==> src/rtl/eth_rx_pkg.sv <==
// Shared types, constants and the nibble-serial CRC32 step for the MII receive path.
package eth_rx_pkg;

  typedef enum logic [2:0] {
    IDLE     = 3'd0,
    PREAMBLE = 3'd1,
    DATA     = 3'd2,
    FINISH   = 3'd3,
    DROP     = 3'd4
  } rx_state_e;

  localparam logic [3:0]  PREAMBLE_NIB = 4'h5;
  localparam logic [3:0]  SFD_NIB      = 4'hD;
  localparam logic [31:0] CRC_POLY     = 32'h04C11DB7;
  localparam logic [31:0] CRC_INIT     = 32'hFFFFFFFF;
  localparam logic [31:0] CRC_RESIDUE  = 32'hC704DD7B;

  // MSB-first register; reversing the nibble feeds bits in wire order (bit 0 first).
  function automatic logic [31:0] crc32_nibble_step(input logic [31:0] crc,
                                                    input logic [3:0]  nib);
    logic [31:0] c;
    logic [3:0]  r;
    r = {nib[0], nib[1], nib[2], nib[3]};
    c = crc;
    for (int i = 3; i >= 0; i--) begin
      if (c[31] ^ r[i]) c = {c[30:0], 1'b0} ^ CRC_POLY;
      else              c = {c[30:0], 1'b0};
    end
    return c;
  endfunction

endpackage

==> src/rtl/fcs_byte_delay5.sv <==
// Five-deep byte delay line that holds back the trailing FCS bytes of a frame.
module fcs_byte_delay5 (
  input  logic       clk,
  input  logic       rst_n,
  input  logic       flush_i,
  input  logic       push_i,
  input  logic [7:0] push_data_i,
  input  logic       pop_i,
  output logic [7:0] oldest_o,
  output logic [2:0] count_o
);

  logic [7:0] mem_q [5];
  logic [2:0] cnt_q;

  // A push into a full line shifts the oldest byte out; pop reads oldest_o and discards the rest.
  always_ff @(posedge clk or negedge rst_n) begin
    if (!rst_n) begin
      cnt_q <= 3'd0;
      for (int i = 0; i < 5; i++) mem_q[i] <= 8'h00;
    end else if (flush_i || pop_i) begin
      cnt_q <= 3'd0;
    end else if (push_i) begin
      if (cnt_q == 3'd5) begin
        for (int i = 0; i < 4; i++) mem_q[i] <= mem_q[i+1];
        mem_q[4] <= push_data_i;
      end else begin
        for (int i = 0; i < 5; i++) begin
          if (cnt_q == 3'(i)) mem_q[i] <= push_data_i;
        end
        cnt_q <= cnt_q + 3'd1;
      end
    end
  end

  assign oldest_o = mem_q[0];
  assign count_o  = cnt_q;

endmodule

==> src/rtl/mii_rx_fcs_check.sv <==
// MII receive front end: preamble/SFD strip, byte assembly, CRC32 check, FCS strip, frame status.
// Optional FCS_RX_STATS_EN adds wrapping good/bad frame counters.
module mii_rx_fcs_check
  import eth_rx_pkg::*;
#(
  parameter int MIN_FRAME = 64,
  parameter int MAX_FRAME = 1522,
  parameter int LEN_W     = 11
) (
  input  logic        clk,
  input  logic        rst_n,
  input  logic        mii_rx_dv,
  input  logic        mii_rx_er,
  input  logic [3:0]  mii_rxd,
  output logic [7:0]  rx_data,
  output logic        rx_valid,
  output logic        rx_sof,
  output logic        rx_eof,
  output logic        frame_done,
  output logic        frame_ok,
  output logic        crc_err,
  output logic        align_err,
  output logic        len_err,
  output logic        phy_err,
  output logic [2:0]  dbg_state_o
`ifdef FCS_RX_STATS_EN
  ,
  output logic [31:0] good_cnt,
  output logic [31:0] bad_cnt
`endif
);

  localparam logic [LEN_W-1:0] MIN_L   = LEN_W'(MIN_FRAME);
  localparam logic [LEN_W-1:0] MAX_L   = LEN_W'(MAX_FRAME);
  localparam logic [LEN_W-1:0] CNT_SAT = '1;

  rx_state_e state_q, state_d;
  logic start_frame, data_nib, finish, track_er;

  always_ff @(posedge clk or negedge rst_n) begin
    if (!rst_n) state_q <= IDLE;
    else        state_q <= state_d;
  end

  // FINISH decodes its inputs exactly like IDLE so back-to-back preambles are caught.
  always_comb begin
    state_d = state_q;
    case (state_q)
      IDLE, FINISH: state_d = (mii_rx_dv && mii_rxd == PREAMBLE_NIB) ? PREAMBLE : IDLE;
      PREAMBLE: begin
        if (!mii_rx_dv)                  state_d = IDLE;
        else if (mii_rxd == PREAMBLE_NIB) state_d = PREAMBLE;
        else if (mii_rxd == SFD_NIB)      state_d = DATA;
        else                              state_d = DROP;
      end
      DATA:    if (!mii_rx_dv) state_d = FINISH;
      DROP:    if (!mii_rx_dv) state_d = IDLE;
      default: state_d = IDLE;
    endcase
  end

  always_comb begin
    start_frame = 1'b0;
    data_nib    = 1'b0;
    finish      = 1'b0;
    track_er    = 1'b0;
    case (state_q)
      IDLE, FINISH: begin
        start_frame = mii_rx_dv && (mii_rxd == PREAMBLE_NIB);
        finish      = (state_q == FINISH);
      end
      PREAMBLE: track_er = 1'b1;
      DATA: begin
        track_er = 1'b1;
        data_nib = mii_rx_dv;
      end
      default: ;
    endcase
  end

  assign dbg_state_o = state_q;

  logic [31:0]      crc_q, crc_d;
  logic             half_q, half_d;
  logic [3:0]       low_q, low_d;
  logic [LEN_W-1:0] cnt_q, cnt_d;
  logic             phy_q, phy_d;
  logic             sof_pend_q, sof_pend_d;
  logic [7:0]       oldest;
  logic [2:0]       held;
  logic             byte_done, line_full, emit_push, emit_last, emit;

  assign byte_done = data_nib && half_q;
  assign line_full = (held == 3'd5);
  assign emit_push = byte_done && line_full;
  assign emit_last = finish && line_full;
  assign emit      = emit_push || emit_last;

  fcs_byte_delay5 u_delay (
    .clk         (clk),
    .rst_n       (rst_n),
    .flush_i     (start_frame),
    .push_i      (byte_done),
    .push_data_i ({mii_rxd, low_q}),
    .pop_i       (finish),
    .oldest_o    (oldest),
    .count_o     (held)
  );

  logic [7:0] data_q, data_d;
  logic       valid_q, valid_d, sof_q, sof_d, eof_q, eof_d, done_q, done_d;
  logic       ok_q, ok_d, crc_err_q, crc_err_d, align_q, align_d;
  logic       len_q, len_d, phy_err_q, phy_err_d;
  logic       crc_bad, len_bad;

  assign crc_bad = (crc_q != CRC_RESIDUE);
  assign len_bad = (cnt_q < MIN_L) || (cnt_q > MAX_L);

  always_comb begin
    crc_d      = crc_q;
    half_d     = half_q;
    low_d      = low_q;
    cnt_d      = cnt_q;
    phy_d      = phy_q;
    sof_pend_d = sof_pend_q;
    if (start_frame) begin
      crc_d      = CRC_INIT;
      half_d     = 1'b0;
      cnt_d      = '0;
      phy_d      = 1'b0;
      sof_pend_d = 1'b1;
    end else begin
      if (data_nib) begin
        crc_d  = crc32_nibble_step(crc_q, mii_rxd);
        half_d = ~half_q;
        if (!half_q) low_d = mii_rxd;
        if (half_q && cnt_q != CNT_SAT) cnt_d = cnt_q + 1'b1;
      end
      if (track_er && mii_rx_er) phy_d = 1'b1;
      if (emit) sof_pend_d = 1'b0;
    end
    // rx_valid is a one-cycle strobe with no ready; every strobe must be taken downstream.
    valid_d   = emit;
    data_d    = emit ? oldest : data_q;
    sof_d     = emit && sof_pend_q;
    eof_d     = emit_last;
    done_d    = finish;
    crc_err_d = finish && crc_bad;
    align_d   = finish && half_q;
    len_d     = finish && len_bad;
    phy_err_d = finish && phy_q;
    ok_d      = finish && !(crc_bad || half_q || len_bad || phy_q);
  end

  always_ff @(posedge clk or negedge rst_n) begin
    if (!rst_n) begin
      crc_q      <= CRC_INIT;
      half_q     <= 1'b0;
      low_q      <= 4'h0;
      cnt_q      <= '0;
      phy_q      <= 1'b0;
      sof_pend_q <= 1'b0;
      data_q     <= 8'h00;
      valid_q    <= 1'b0;
      sof_q      <= 1'b0;
      eof_q      <= 1'b0;
      done_q     <= 1'b0;
      ok_q       <= 1'b0;
      crc_err_q  <= 1'b0;
      align_q    <= 1'b0;
      len_q      <= 1'b0;
      phy_err_q  <= 1'b0;
    end else begin
      crc_q      <= crc_d;
      half_q     <= half_d;
      low_q      <= low_d;
      cnt_q      <= cnt_d;
      phy_q      <= phy_d;
      sof_pend_q <= sof_pend_d;
      data_q     <= data_d;
      valid_q    <= valid_d;
      sof_q      <= sof_d;
      eof_q      <= eof_d;
      done_q     <= done_d;
      ok_q       <= ok_d;
      crc_err_q  <= crc_err_d;
      align_q    <= align_d;
      len_q      <= len_d;
      phy_err_q  <= phy_err_d;
    end
  end

  assign rx_data    = data_q;
  assign rx_valid   = valid_q;
  assign rx_sof     = sof_q;
  assign rx_eof     = eof_q;
  assign frame_done = done_q;
  assign frame_ok   = ok_q;
  assign crc_err    = crc_err_q;
  assign align_err  = align_q;
  assign len_err    = len_q;
  assign phy_err    = phy_err_q;

`ifdef FCS_RX_STATS_EN
  logic [31:0] good_q, bad_q;

  always_ff @(posedge clk or negedge rst_n) begin
    if (!rst_n) begin
      good_q <= 32'd0;
      bad_q  <= 32'd0;
    end else if (finish) begin
      if (ok_d) good_q <= good_q + 32'd1;
      else      bad_q  <= bad_q + 32'd1;
    end
  end

  assign good_cnt = good_q;
  assign bad_cnt  = bad_q;
`endif

endmodule

==> config.mk <==
export PLATFORM = sky130hd
export DESIGN_NAME = mii_rx_fcs_check
export DESIGN_NICKNAME = d
export VERILOG_FILES = /design/src/rtl/eth_rx_pkg.sv /design/src/rtl/fcs_byte_delay5.sv /design/src/rtl/mii_rx_fcs_check.sv
export SDC_FILE = /design/constraint.sdc
export NUM_CORES = 1
export LEC_CHECK = 0
export CORE_MARGIN = 2
export CORE_UTILIZATION = 45
export CTS_BUF_LIST = sky130_fd_sc_hd__clkbuf_8
export DETAILED_ROUTE_END_ITERATION = 10
export PLACE_DENSITY = 0.7
export SLEW_MARGIN = 20
export SYNTH_ARGS = -nofsm -noshare
export SYNTH_HDL_FRONTEND = slang
export SYNTH_SLANG_ARGS = --single-unit
==> constraint.sdc <==
create_clock -name clk -period 2.5 [get_ports clk]
set_input_delay 0.5 -clock clk [delete_from_list [all_inputs] [get_ports clk]]
set_output_delay 0.5 -clock clk [all_outputs]
set_load 0.01 [all_outputs]
== Word level (Yosys, flattened, before mapping) ==
Index checks and enable logic that the tools add are counted.

* Add/sub/neg operators: 2
* $lt $le $gt $ge: 2
* Equal/unequal tests: 16
* Multiplexer cells: 41
* Bitwise gates (word level): 11
* Reduce and logical (&&, ||, !) cells: 42

{| class="wikitable"
|+ Operator list
! operator !! number
|-
| two-way mux 32 bit || 8
|-
| two-way mux 27 bit || 4
|-
| inverter 14 bit || 4
|-
| two-way mux 40 bit || 1
|-
| two-way mux 8 bit || 5
|-
| two-way mux 11 bit || 3
|-
| inequality test 32 bit (second input constant) || 1
|-
| two-way mux 3 bit || 8
|-
| nonzero test 2 bit || 10
|-
| AND reduction 3 bit || 6
|-
| == test 3 x 2 -> 1 bit (second input constant) || 4
|-
| logical AND 1 bit || 12
|-
| case mux 3 bit (4 select lines) || 1
|-
| adder 11 x 1 -> 11 bit (second input constant) || 1
|-
| > comparator 11 bit (second input constant) || 1
|-
| < comparator 11 x 7 -> 1 bit (second input constant) || 1
|-
| two-way mux 1 bit || 11
|-
| inequality test 11 bit (second input constant) || 1
|-
| == test 3 bit (second input constant) || 3
|-
| == test 3 x 1 -> 1 bit (second input constant) || 2
|-
| logical NOT 3 bit || 2
|-
| logical OR 1 bit || 6
|-
| AND reduction 2 bit || 3
|-
| == test 4 x 3 -> 1 bit (second input constant) || 1
|-
| other kinds (8) || 15
|}

* Flip-flop bits (word level): 113
* Input bits: 8
* Output and inout port bits: 20
* Word-level logic and storage cells: 137

== Longest topological paths before layout ==
* Word-level depth: 16
* Gate-level depth with buffers: 8
* Mapped depth without buffers: 6

== Cells and area by module ==
A second synthesis with hierarchy kept.

* Cell total of the unflattened synthesis: 467
* Area, all modules: 5505.3 um^2

{| class="wikitable"
|+ Modules (own cells, without submodules)
! module !! instances !! cells an instance !! area an instance (um^2) !! seq. area each (um^2)
|-
| mii_rx_fcs_check || 1 || 267 || 3365.7 || 1791.7
|-
| fcs_byte_delay5 || 1 || 200 || 2139.6 || 1076.0
|}

== Worst setup path after synthesis ==
Ideal clock, no wire load.

* Path kind: register to register
* From: register state_q[2], in the netlist dbg_state_o[2]
* To: register data_q[1], in the netlist rx_data[1]
* Library setup time: 0.125 ns
* Arrival time: 1.691 ns
* Data required time: 2.375 ns
* Path slack: 0.684 ns
* Stages on the path, launching flop included: 8
* Buffers on the path: 3
* Clock period less this slack: 1.816 ns
* Cell sequence: dfrtp_1 buf_2 and4bb_1 buf_4 nand2_1 a21oi_1 buf_4 mux2_2

* Cells in the longest elaborated chain, start to end: 5
* Elaborated cells between the ends (all ways): 10

{| class="wikitable"
|+ RTL lines
! element !! RTL line !! source
|-
| from (decl) || mii_rx_fcs_check.sv:37 || <nowiki>rx_state_e state_q, state_d;</nowiki>
|-
| from (signal assigned) || mii_rx_fcs_check.sv:42 || <nowiki>else state_q <= state_d;</nowiki>
|-
| == test 3 x 2 -> 1 bit (tied with other cells) || mii_rx_fcs_check.sv:67, mii_rx_fcs_check.sv:70 ||
|-
| OR reduction 2 bit / two-way mux 1 bit (equally long branches) || mii_rx_fcs_check.sv:67 || <nowiki>case (state_q)</nowiki>
|-
| two-way mux 1 bit / logical AND 1 bit (equally long branches) || mii_rx_fcs_check.sv:67, mii_rx_fcs_check.sv:93 ||
|-
| logical AND 1 bit (on tied branches) || mii_rx_fcs_check.sv:96, mii_rx_fcs_check.sv:95 ||
|-
| logical OR 1 bit * || mii_rx_fcs_check.sv:97 || <nowiki>assign emit = emit_push || emit_last;</nowiki>
|-
| net emit || mii_rx_fcs_check.sv:91 || <nowiki>logic byte_done, line_full, emit_push, emit_last, emit;</nowiki>
|-
| to (signal assigned) || mii_rx_fcs_check.sv:180 || <nowiki>data_q <= data_d;</nowiki>
|-
| to (decl) || mii_rx_fcs_check.sv:110 || <nowiki>logic [7:0] data_q, data_d;</nowiki>
|}

Mark *: on every way through the listed nets, which the timed path passes. The rest lies on a longest branch.
A chain may end at the register's enable or synchronous reset.

== Final worst setup path ==
* From: register state_q[1], in the netlist dbg_state_o[1]
* To: output dbg_state_o[1]

{| class="wikitable"
|+ RTL lines
! element !! RTL line !! source
|-
| to (decl) || mii_rx_fcs_check.sv:25 || <nowiki>output logic [2:0] dbg_state_o</nowiki>
|}

No word-level cell between the ends.

==> impl_metrics.xml <==
<?xml version="1.0" encoding="UTF-8"?>
<metrics>
  <group name="critical_path">
    <metric name="timing.rr.start" unit="">cnt_q[0]</metric>
    <metric name="worst-endpoint-arrival" unit="ps">1530</metric>
    <metric name="crit_type" unit="">reg2out</metric>
    <metric name="r2r_setup_slack" unit="ps">510</metric>
    <metric name="crit_chain" unit="">clkdlybuf4s50_1</metric>
    <metric name="path_max_fanout" unit="">8</metric>
    <metric name="worstSetupStartpointType" unit="">flop</metric>
    <metric name="cpPeakStageDelay" unit="ps">600</metric>
    <metric name="r2r_end" unit="">cnt_q[5]</metric>
    <metric name="timing.critical_path.buf_inv" unit="">1</metric>
    <metric name="critPathCaptureType" unit="">primary output</metric>
    <metric name="depth_of_the_most_critical_reg_to_reg_path" unit="">5</metric>
    <metric name="crit_family" unit="">buffers and inverters</metric>
    <metric name="crit_path_top_delay_cell" unit="">clkdlybuf4s50_1</metric>
    <metric name="critical_path_required" unit="ps">2000</metric>
  </group>
  <group name="pwr">
    <metric name="internal_power" unit="W">0.00478</metric>
    <metric name="seq_power_share" unit="%">42.4</metric>
    <metric name="power_density" unit="mW/mm^2">1090</metric>
    <metric name="p_comb_share" unit="%">29.7</metric>
    <metric name="clock_power_share" unit="%">27.9</metric>
    <metric name="total_switching_power" unit="W">0.00207</metric>
    <metric name="power.leakage" unit="nW">2.70</metric>
    <metric name="finalPower" unit="W">0.00685</metric>
    <metric name="irDropWorstVdd" unit="V">0.000729</metric>
    <metric name="power.switching_fraction" unit="%">30.2</metric>
  </group>
  <group name="yosys">
    <metric name="post-synth-top-count-cell" unit="">dfrtp_1</metric>
    <metric name="dominantRegCellSynth" unit="">dfrtp_1</metric>
    <metric name="seq_area_frac_synth" unit="%">53.9</metric>
    <metric name="syn-instance-count" unit="">460</metric>
    <metric name="synth_largest_type_area_fraction" unit="%">38.1</metric>
    <metric name="synthesized_nets" unit="">474</metric>
    <metric name="syn_avg_cell_area" unit="um^2">11.6</metric>
    <metric name="synth_common_cells" unit="">dfrtp_1, a21oi_1, nor2_1</metric>
    <metric name="ys_types" unit="">57</metric>
    <metric name="postSynth.asyncResetShare" unit="%">100</metric>
    <metric name="post_synth_instance_area" unit="mm^2">0.00532</metric>
    <metric name="synth-warning-count" unit="">0</metric>
    <metric name="ys_ff_latch" unit="">113</metric>
    <metric name="synth_edf_count" unit="">0</metric>
    <metric name="netlist.top_cell.by_area" unit="">dfrtp_1</metric>
    <metric name="synth.area.top_cells" unit="">dfrtp_1, dfstp_2, a21oi_1</metric>
  </group>
  <group name="placed_design">
    <metric name="portBuffers" unit="">27</metric>
    <metric name="post-place-ws" unit="ps">154</metric>
    <metric name="place.detailed.hpwl" unit="um">6950</metric>
    <metric name="gp_congestion" unit="">0.840</metric>
  </group>
  <group name="sta">
    <metric name="fin_worst_hold_slack" unit="ps">479</metric>
    <metric name="max_clock_freq" unit="MHz">492</metric>
    <metric name="timing.final.setup_violations" unit="">0</metric>
    <metric name="fin_ws" unit="ps">465</metric>
    <metric name="finalSetupTns" unit="ps">0</metric>
    <metric name="finalMaxSlewViolations" unit="">0</metric>
    <metric name="timing_worst_slew_pin_value" unit="ps">746</metric>
    <metric name="rsz_0062_raised_after_global_routing" unit="">no</metric>
    <metric name="finalHoldViolCount" unit="">0</metric>
    <metric name="layout_worst_path_cycle_share" unit="%">81.4</metric>
    <metric name="max-slew-margin-rel" unit="%">50.2</metric>
    <metric name="fin_skew" unit="ps">10.6</metric>
    <metric name="post-route-min-period" unit="ps">2030</metric>
  </group>
  <group name="route">
    <metric name="detail_route.wl_per_cell" unit="um">15.8</metric>
    <metric name="viasPerCell" unit="">5.55</metric>
    <metric name="drt_first_pass_iters" unit="">5</metric>
    <metric name="detailroute.via_count" unit="">3653</metric>
    <metric name="detail_route.iter0.violations" unit="">183</metric>
    <metric name="routed_wl" unit="um">10400</metric>
    <metric name="detail_route.drc_violations" unit="">0</metric>
    <metric name="antenna_left" unit="">0</metric>
  </group>
  <group name="min_path">
    <metric name="holdCritPathClass" unit="">reg2reg</metric>
    <metric name="worst_hold_startpoint" unit="">u_delay.oldest_o[2]</metric>
    <metric name="min_delay_worst_endpoint" unit="">u_delay.oldest_o[2]</metric>
    <metric name="worst_hold_path.num_cells" unit="">2</metric>
  </group>
  <group name="cts">
    <metric name="postCtsSetupBuffers" unit="">0</metric>
    <metric name="ctsLongestPathBuffers" unit="">2</metric>
    <metric name="htree_levels" unit="">4</metric>
    <metric name="cts_repair_resize_count" unit="">0</metric>
    <metric name="cts_buffers" unit="">17</metric>
    <metric name="clk_pin_slew" unit="ps">70</metric>
    <metric name="cts.sink_count" unit="">113</metric>
    <metric name="clock_insertion_delay_worst_skew" unit="ps">430</metric>
    <metric name="cts_tree" unit="">done</metric>
    <metric name="cts.hold.buffers_added" unit="">0</metric>
    <metric name="clock-root-buffer" unit="">clkbuf_8</metric>
  </group>
  <group name="run_status">
    <metric name="run_status" unit="">finished clean</metric>
  </group>
  <group name="cells_and_area">
    <metric name="layout-area-overhead-vs-synth" unit="%">18.0</metric>
    <metric name="post_route_cells_drive_above_1_share" unit="%">22.5</metric>
    <metric name="num-fill-cells" unit="">967</metric>
    <metric name="post_layout_nets" unit="">518</metric>
    <metric name="antenna_cells_inserted" unit="">0</metric>
  </group>
  <group name="grt">
    <metric name="grt-ovfl-total" unit="">0</metric>
    <metric name="grt_pass1_wl" unit="um">17900</metric>
    <metric name="grt_antenna_before_repair" unit="">0</metric>
    <metric name="maximum_number_of_pins_on_one_net_before_global_route_repair" unit="">78</metric>
    <metric name="track_usage" unit="%">17.8</metric>
    <metric name="via_count_of_the_first_global_routing_pass" unit="">3597</metric>
  </group>
  <group name="floorplanning">
    <metric name="fp.dieH" unit="um">113</metric>
    <metric name="num_rows" unit="">39</metric>
    <metric name="die_width" unit="um">113</metric>
    <metric name="ios" unit="">28</metric>
    <metric name="die_area" unit="mm^2">0.0127</metric>
    <metric name="initial_core_util" unit="%">46.4</metric>
    <metric name="core_area" unit="mm^2">0.0115</metric>
  </group>
  <group name="run">
    <metric name="max_cap_viol_count" unit="">0</metric>
  </group>
</metrics>
[worst reg2reg max path, delay by kind of cell (launching register included)]
| family | cells | cell delay (ps) |
|---|---|---|
| AND/OR/NAND/NOR | 1 | 200 |
| flip-flops | 1 | 420 |
| adder cells (fa/ha/maj) | 1 | 210 |
| AO/OA/AOI/OAI | 3 | 1080 |
[layout make-up]
cell class | instances | area [um^2] | share of cell area [%]
well taps | 143 | 179 | 2.85
clock inverters | 12 | 193 | 3.07
multi-input cells | 315 | 2310 | 36.8
inverters | 9 | 33.8 | 0.538
clock buffers | 18 | 248 | 3.94
repair buffers | 48 | 453 | 7.21
flip-flops and latches | 113 | 2870 | 45.6
[stage by stage]
stage                     utilization [%]  cells  cell area, um^2
after CTS                            54.7    657             6270
after global placement               50.9    627             5830
final                                54.8    658             6280
after detailed placement             50.9    627             5830
after global routing                 54.8    658             6280
after floorplan                         -    460             5320
[layer usage]
layer,wire length [um],global-route usage (%),part of all wire (%)
met3,471,5.46,4.5
met1,4610,23.0,44
met5,0,0,0
met2,5170,28.5,50
met4,142,6.67,1.4
[placed cells by master, fill, tap and decap left out, drive strengths merged, types with 3 or more instances in the layout]
cell type and count:
o21a 3, bufinv 5, buf 21, a21oi 66
mux2i 3, or3 7, clkbuf 18, xnor3 4
o22a 11, mux2 20, clkinvlp 3, nor2 35
o21ai 16, nand4b 4, nand2 19, dfstp 32
nor2b 3, and2 13, inv 11, xor2 10
nor3 5, a211oi 3, nor4 3, nand3 7
dfrtp 81, ha 6, a2bb2oi 21, xnor2 25
nand4 3, clkdlybuf4s50 26
[kinds of logic (layout without fill, tap and decap cells)]
logic type                 Yosys count  in the layout  share of synthesized area (%)
DFF                                113            113                           53.9
and+or+nand+nor                    117            117                           12.3
AOI/OAI and AO/OA                  130            130                           15.7
buffers and inverters               32             87                           2.75
xor gates and xnor gates            39             39                           9.19
adders and majority gates            6              6                           1.41
muxes                               23             23                           4.79
[registers in the layout, summed over array words and instances, names as in the netlist, 3 cells and up]
name              count
crc_q                32
u_delay.mem_q        32
cnt_q                11
rx_data               8
u_delay.oldest_o      8
low_q                 4
dbg_state_o           3
u_delay.count_o       3
[worst max path at each step]
stage	from	end	slack, ps	cells past startpoint
3_5_place_dp	mii_rxd[2]	crc_q[8]	150	5
3_3_place_gp	mii_rx_dv	u_delay.mem_q[2]	160	6
2_1_floorplan	dbg_state_o[2]	rx_data[1]	680	7
5_1_grt	cnt_q[0]	cnt_q[5]	310	5
6_report	dbg_state_o[1]	dbg_state_o[1]	470	1
4_1_cts	dbg_state_o[1]	dbg_state_o[1]	440	1
[power groups by stage]
stage | Combinational, W | Sequential (W) | Clock, W
global placement | 0.00198 | 0.00291 | 0
detailed placement | 0.00203 | 0.00293 | 0
global route | 0.00226 | 0.00298 | 0.00204
finish | 0.00204 | 0.00290 | 0.00191
CTS | 0.00206 | 0.00290 | 0.00196
floorplan | 0.00166 | 0.00278 | 0
No activity file was read; power rests on OpenSTA's default activity.
